$ cat config.mk
export PLATFORM = sky130hd
export DESIGN_NAME = triangle_sweep_ctrl
export DESIGN_NICKNAME = d
export VERILOG_FILES = /design/src/rtl/triangle_sweep_ctrl.sv
export SDC_FILE = /design/constraint.sdc
export NUM_CORES = 1
export LEC_CHECK = 0
export BUFFER_PORTS_ARGS = -buffer_cell sky130_fd_sc_hd__buf_2
export CORE_ASPECT_RATIO = 1.4
export CORE_MARGIN = 2
export CORE_UTILIZATION = 50
export CTS_CLUSTER_SIZE = 30
export DETAILED_ROUTE_END_ITERATION = 7
export HOLD_SLACK_MARGIN = 0.06
export PLACE_DENSITY = 0.72
export RECOVER_POWER = 25
export SLEW_MARGIN = 20
export SYNTH_ARGS = -nofsm -noshare
export SYNTH_HDL_FRONTEND = slang
export SYNTH_SLANG_ARGS = --single-unit
$ cat constraint.sdc
create_clock -name clk -period 3.25 [get_ports clk]
set_input_delay 0 -clock clk [delete_from_list [all_inputs] [get_ports clk]]
set_output_delay 0 -clock clk [all_outputs]
set_load 0.005 [all_outputs]
$ cat src/rtl/triangle_sweep_ctrl.sv
// Segment-table sequencer for a triangle-wave generator: steps low/high bounds at valleys.
// Optional build macro TRI_SWEEP_LOOP_EN makes the sweep wrap to segment 0 instead of finishing.
module triangle_sweep_ctrl #(
   parameter int WIDTH  = 8,
   parameter int ADDR_W = 2,
   parameter int REP_W  = 8
) (
   input  logic              clk,
   input  logic              rst,
   input  logic              cfg_we,
   input  logic [ADDR_W-1:0] cfg_addr,
   input  logic [WIDTH-1:0]  cfg_low,
   input  logic [WIDTH-1:0]  cfg_high,
   input  logic [REP_W-1:0]  cfg_reps,
   input  logic              start,
   input  logic              stop,
   input  logic [WIDTH-1:0]  wave_in,
   output logic [WIDTH-1:0]  low_out,
   output logic [WIDTH-1:0]  high_out,
   output logic [ADDR_W-1:0] seg_out,
   output logic              busy,
   output logic              done
);

   localparam int NSEG = 2**ADDR_W;

   typedef enum logic [1:0] {IDLE, ARM, RUN} state_t;

   state_t state, state_next;

   logic [WIDTH-1:0] tbl_low  [NSEG];
   logic [WIDTH-1:0] tbl_high [NSEG];
   logic [REP_W-1:0] tbl_reps [NSEG];

   logic [WIDTH-1:0]  prev;
   logic              desc;
   logic [REP_W-1:0]  rep_cnt;
   logic              valley;
   logic              last_seg;
   logic              rep_more;
   logic [REP_W:0]    reps_eff;
   logic [ADDR_W-1:0] seg_next;
   logic              load_first;
   logic              step_seg;
   logic              count_rep;
   logic              finish;

   // The table is storage only; freezing it while busy keeps a running sweep consistent.
   always_ff @(posedge clk) begin
      if (cfg_we && !busy) begin
         tbl_low[cfg_addr]  <= cfg_low;
         tbl_high[cfg_addr] <= cfg_high;
         tbl_reps[cfg_addr] <= cfg_reps;
      end
   end

   assign busy     = (state != IDLE);
   assign valley   = (state == RUN) && desc && (wave_in > prev);
   assign last_seg = (seg_out == ADDR_W'(NSEG-1));
   assign seg_next = seg_out + ADDR_W'(1);
   assign reps_eff = (tbl_reps[seg_out] == '0) ? (REP_W+1)'(1) : {1'b0, tbl_reps[seg_out]};
   assign rep_more = (({1'b0, rep_cnt} + (REP_W+1)'(1)) < reps_eff);

   always_ff @(posedge clk or posedge rst) begin
      if (rst) state <= IDLE;
      else     state <= state_next;
   end

   // Stop has priority over both start and a coincident valley.
   always_comb begin
      state_next = state;
      load_first = 1'b0;
      step_seg   = 1'b0;
      count_rep  = 1'b0;
      finish     = 1'b0;
      case (state)
         IDLE: begin
            if (start && !stop) begin
               state_next = ARM;
               load_first = 1'b1;
            end
         end
         ARM: begin
            state_next = stop ? IDLE : RUN;
         end
         RUN: begin
            if (stop) begin
               state_next = IDLE;
            end else if (valley) begin
               if (rep_more) begin
                  count_rep = 1'b1;
               end else if (!last_seg) begin
                  step_seg = 1'b1;
               end else begin
                  finish = 1'b1;
`ifdef TRI_SWEEP_LOOP_EN
                  step_seg = 1'b1;
`else
                  state_next = IDLE;
`endif
               end
            end
         end
         default: state_next = IDLE;
      endcase
   end

   // seg_next wraps to 0 after the last entry, which is what the looping build relies on.
   always_ff @(posedge clk or posedge rst) begin
      if (rst) begin
         low_out  <= '0;
         high_out <= '0;
         seg_out  <= '0;
         rep_cnt  <= '0;
         prev     <= '0;
         desc     <= 1'b0;
         done     <= 1'b0;
      end else begin
         done <= finish;
         if (load_first) begin
            low_out  <= tbl_low[0];
            high_out <= tbl_high[0];
            seg_out  <= '0;
            rep_cnt  <= '0;
            desc     <= 1'b0;
         end
         if (state == ARM) prev <= wave_in;
         if (state == RUN) begin
            prev <= wave_in;
            if (valley)              desc <= 1'b0;
            else if (wave_in < prev) desc <= 1'b1;
         end
         if (count_rep) rep_cnt <= rep_cnt + REP_W'(1);
         if (step_seg) begin
            seg_out  <= seg_next;
            low_out  <= tbl_low[seg_next];
            high_out <= tbl_high[seg_next];
            rep_cnt  <= '0;
         end
      end
   end

endmodule

==> results.yml, run 1 <==
outcome:
  status: "complete, no violations"
die:
  initial_core_util: 0.506
  die_w_um: 96.0
  num_io_pins: 59
  num_rows: 47
  core_um2: 11700
  fp.dieH_um: 133
  die_area_um2: 12700
critical_path:
  crit_slowest_cell: "dfrtp_1"
  crit_fanout: 16
  cpMostUsedCell: "ha_1"
  worstSetupStartpointType: "flip-flop"
  worstSetupPathType: "reg -> reg"
  setup.worst_path.end_class: "flip-flop"
  crit_buf_inv: 1
  r2r_slack_ns: 0.18
  crit_chain: "ha_1 > and3_1 > nand3_1 > nor2_1 > or2_2 > ha_1 > a21o_1 > a21oi_1 > o221ai_1 > a21oi_4 > buf_4 > nor3_1 > a31oi_2"
  critPathArrivalTime_ns: 3.39
  required_ns: 3.57
  cp_top_family: "compound AO/OA/AOI/OAI gates"
  max_stage_delay_ns: 0.39
yosys:
  ys_seq_elements: 134
  synth_fp_nets: 453
  ys.flop_type: "edfxtp_1"
  synth-seq-area-share: 0.648
  syn_avg_cell_area_um2: 15.0
  synth_cell_types: 51
  synthArstFlopShare: 0.284
  synth_edf_count: 96
  postSynthCellCount: 394
  synth_area_um2: 5920
  yosysWarnings: 0
clocking:
  cts_inserted_buffers: 17
  cts_max_level: 4
  cts_root_buf: "clkbuf_16"
  cts_tree: "built"
  cts_sinks: 134
  insertion_delay_ns: 0.41
  cts_max_path_buffers: 2
  clk_pin_slew_ns: 0.06
  cts_resized: 0
grt:
  first_global_vias: 3954
  grt_pass1_wl_mm: 19.5
  grt-ovfl-total: 0
  antenna_found_initial: 0
  grtUsageTotal: 0.205
  grt_max_degree: 30
drt:
  drtIter0Drc: 200
  drcViolationCount: 0
  ant_nets: 0
  first_pass_iters: 4
  num_vias: 3722
  vias_per_cell: 5.61
  wl_per_cell_um: 18.2
  routed_wl_mm: 12.1
power:
  finalPower_uw: 4890
  powerDensity_nw_per_um2: 667
  cellLeakagePower_uw: 0.00276
  peakVddDrop_v: 0.000372
timing:
  finalCritPeriodShare: 0.944
  whs_ns: 0.214
  slew_violations: 0
  timing_hold_violations_final: 0
  slew_headroom: 0.541
  setup_viol: 0
  skew_ns: 0.0107
  fmax_mhz: 326
  tns_ns: 0
  worst_slew_pin_slew_ns: 0.689
  period_needed_ns: 3.07
final_layout:
  mostFrequentLayoutCells: "edfxtp_1, nand2_1, buf_2, dfrtp_1, dlygate4sd3_1"
  antenna_cells: 0
  drive_gt1_frac: 0.263
  final_common_cell: "edfxtp_1"
  nets: 563
  area_growth_pct: 23.9
hold_path:
  hold_path.class: "in -> reg"
placed_design:
  dp_hpwl_mm: 7.64
  gp_congestion: 0.870
  portBuffers: 58
job:
  maxCapViolCount: 0
[per-stage QoR]
step	util	setup WS (ns)	area, um^2	cells
finish	0.627	0.182	7330	664
global route	0.627	-0.0123	7330	664
CTS	0.628	0.177	7350	663
detailed placement	0.548	0.178	6410	596
global placement	0.548	0.329	6410	596
floorplan	-	0.221	5920	394
[routing by layer]
metal	part of all wire	vias to the layer above	global-route usage
li1	-	1737	-
met5	0	-	0
met3	0.040	13	0.0433
met1	0.39	1879	0.236
met2	0.56	93	0.370
met4	0.011	0	0.0738
[power breakdown]
| part | internal (uW) | switching (uW) |
|---|---|---|
| clock network | 1120 | 733 |
| logic | 365 | 454 |
| registers | 2100 | 117 |
[flip-flops by register name, summed over array words and instances (netlist names)]
| register | count |
|---|---|
| seg_out | 2 |
| high_out | 8 |
| tbl_high | 32 |
| low_out | 8 |
| prev | 8 |
| state | 2 |
| tbl_reps | 32 |
| done | 1 |
| desc | 1 |
| tbl_low | 32 |
| rep_cnt | 8 |
[tightest hold or removal path, stage by stage]
cell	delay [ns]
buf_2	0.12
nor3_2	0.05
buf_4	0.24
[cell type report]
cell class	instances	area [um^2]
Multi-Input combinational cell	220	1910
Sequential cell	134	3830
Timing Repair Buffer	107	736
Tap cell	147	184
Clock inverter	12	116
Inverter	24	90.1
Fill cell	859	4370
Clock buffer	20	467
[final timing paths]
check,startpoint,endpoint,cells past startpoint
max in group asynchronous,rst,high_out[1],4
worst min-delay path,cfg_addr[1],tbl_low[0][2],3
worst min register to register,prev[0],prev[0],1
min in group asynchronous,rst,prev[1],3
worst max-delay path,rep_cnt[0],low_out[1],13
worst max register to register,rep_cnt[0],low_out[1],13
[logic make-up after synthesis]
group                      count (synthesis)  share of synthesized area
AOI/OAI and AO/OA                         68                     0.0926
xor gates and xnor gates                   3                    0.00444
adders and majority gates                 20                     0.0423
buffers and inverters                     40                     0.0328
DFF                                      134                      0.648
muxes                                     27                     0.0987
and+or+nand+nor                          102                     0.0814
[cells in the mapped netlist (2+ instances only)]
cell       count  share of area
buf_6          3         0.0057
a21o_1         2         0.0025
a21oi_1        5         0.0042
o21ai_1        2         0.0017
edfxtp_1      96           0.49
o2bb2ai_1      4         0.0059
nor2b_1        5         0.0053
o31ai_1        2         0.0025
o21bai_1       2         0.0025
xnor2_1        2         0.0030
a31oi_2        9          0.019
nand3_1        8         0.0068
o211ai_1       6         0.0076
o311ai_0       2         0.0030
dfrtp_1       38           0.16
mux4_2        24          0.091
a211oi_1       2         0.0025
o221ai_1       2         0.0030
o21a_1         2         0.0025
clkbuf_1      10         0.0063
nor2_1         5         0.0032
nand2_1       47          0.030
or2_2          4         0.0042
inv_1         24          0.015
o21ai_0       13          0.011
a31oi_1        8         0.0085
nor3b_1        2         0.0025
and3_1         3         0.0032
ha_1          20          0.042
nor3_1        21          0.018
[repair_timing]
item,in CTS,in global routing
hold buffers,35,0
buffers inserted,0,1
hold endpoints to repair,135,0
setup endpoints to repair,0,2
No activity file was read; power rests on OpenSTA's default activity.
==> run 2: changes to the inputs <==
Settings changed: CORE_MARGIN 2 to unset.
==> results.yml, run 2 (synthesis results as in run 1) <==
outcome:
  status: "complete, no violations"
critical_path:
  crit_chain: "ha_1 > and3_1 > nand3_1 > nor2_1 > or2_2 > ha_1 > a21o_1 > a21oi_1 > o221ai_1 > a21o_4 > nand2b_2 > buf_12 > a31oi_2"
  cp_top_family: "compound AO/OA/AOI/OAI gates"
  worstSetupStartpointType: "flip-flop"
  setup.worst_path.end_class: "flip-flop"
  critPathArrivalTime_ns: 3.34
  max_stage_delay_ns: 0.41
  required_ns: 3.53
  crit_buf_inv: 1
  crit_fanout: 10
  worstSetupPathType: "reg -> reg"
  cpMostUsedCell: "ha_1"
  crit_slowest_cell: "dfrtp_1"
placed_design:
  gp_congestion: 0.854
  portBuffers: 58
  dp_hpwl_mm: 7.92
timing:
  slew_headroom: 0.455
  timing_hold_violations_final: 0
  fmax_mhz: 327
  slew_violations: 0
  period_needed_ns: 3.06
  worst_slew_pin_slew_ns: 0.816
  tns_ns: 0
  rsz0062_at_grt: "no"
  skew_ns: 0.00599
  finalCritPeriodShare: 0.942
  setup_viol: 0
die:
  fp.dieH_um: 131
  initial_core_util: 0.517
  die_w_um: 94.0
  core_um2: 11500
  num_rows: 46
  num_io_pins: 59
  die_area_um2: 12300
grt:
  antenna_found_initial: 0
  grt-ovfl-total: 0
  grt_max_degree: 25
  grtUsageTotal: 0.221
  grt_pass1_wl_mm: 19.9
  first_global_vias: 4031
power:
  peakVddDrop_v: 0.000475
  powerDensity_nw_per_um2: 663
  finalPower_uw: 4850
  cellLeakagePower_uw: 0.00277
drt:
  num_vias: 3731
  first_pass_iters: 4
  drcViolationCount: 0
  drtIter0Drc: 160
  routed_wl_mm: 12.3
  ant_nets: 0
  vias_per_cell: 5.64
  wl_per_cell_um: 18.6
clocking:
  cts_resized: 0
  cts_tree: "built"
  postCtsSetupRepairBufs: 0
  cts_root_buf: "clkbuf_16"
  cts_sinks: 134
  insertion_delay_ns: 0.41
  cts_max_level: 4
  cts_max_path_buffers: 2
  cts_inserted_buffers: 17
  clk_pin_slew_ns: 0.06
hold_path:
  hold_path.class: "in -> reg"
final_layout:
  nets: 564
  drive_gt1_frac: 0.253
  area_growth_pct: 23.6
  largestRegisters: "tbl_high: 32 flops, tbl_low: 32 flops, tbl_reps: 32 flops"
  final_common_cell: "edfxtp_1"
  mostFrequentLayoutCells: "edfxtp_1, nand2_1, buf_2, dfrtp_1, dlygate4sd3_1"
  antenna_cells: 0
job:
  maxCapViolCount: 0
## run 2: timing repair
action,4_1_cts,5_1_grt
endpoints found under the hold margin,126,0
endpoints found under the setup margin,0,0
hold buffers,35,0
## run 2: path summary, 6_finish.rpt
check / startpoint / endpoint / slack (ns) / cells after the start
setup / recovery: rep_cnt[1] / high_out[5] / 0.19 / 13
hold / removal: cfg_addr[1] / tbl_low[0][6] / 0.22 / 3
setup reg to reg: rep_cnt[1] / high_out[5] / 0.19 / 13
hold reg to reg: desc / desc / 0.53 / 1
max in group asynchronous: rst / seg_out[0] / 2.16 / 4
min in group asynchronous: rst / prev[6] / 0.30 / 3
## run 2: final cells by class
type                    count  area [um^2]
well taps                 144          180
repair buffers            108          741
inverters                  24         90.1
multi-input cells         220         1910
fillers                   842         4140
flip-flops and latches    134         3830
clock inverters            13          135
clock buffers              18          429
## run 2: power by group
part / switching, uW / leakage, uW / internal, uW
clock: 689 / 0.000277 / 1120
combinational: 458 / 0.00113 / 365
sequential: 119 / 0.00136 / 2100
## run 2: through the flow
step	worst slack (ns)	utilization	hold slack [ns]	area, um^2	cells
2_1_floorplan	0.221	-	0.0989	5920	394
3_3_place_gp	0.319	0.561	0.197	6430	595
3_5_place_dp	0.235	0.561	0.212	6430	595
4_1_cts	0.214	0.641	0.222	7340	661
5_1_grt	0.0250	0.639	0.234	7320	661
6_report	0.190	0.639	0.224	7320	661
## run 2: worst reg2reg max path: stages, from the launching register on
cell	delay [ns]
dfrtp_1	0.41
ha_1	0.21
and3_1	0.22
nand3_1	0.12
nor2_1	0.06
or2_2	0.28
ha_1	0.31
a21o_1	0.18
a21oi_1	0.14
o221ai_1	0.21
a21o_4	0.28
nand2b_2	0.23
buf_12	0.19
a31oi_2	0.10
## run 2: routing by layer
metal | global-route usage | up-vias | wire length [um]
met4 | 0.0959 | 0 | 266
li1 | - | 1733 | -
met1 | 0.247 | 1881 | 4990
met2 | 0.401 | 96 | 6610
met3 | 0.0498 | 21 | 423
met5 | 0 | - | 0
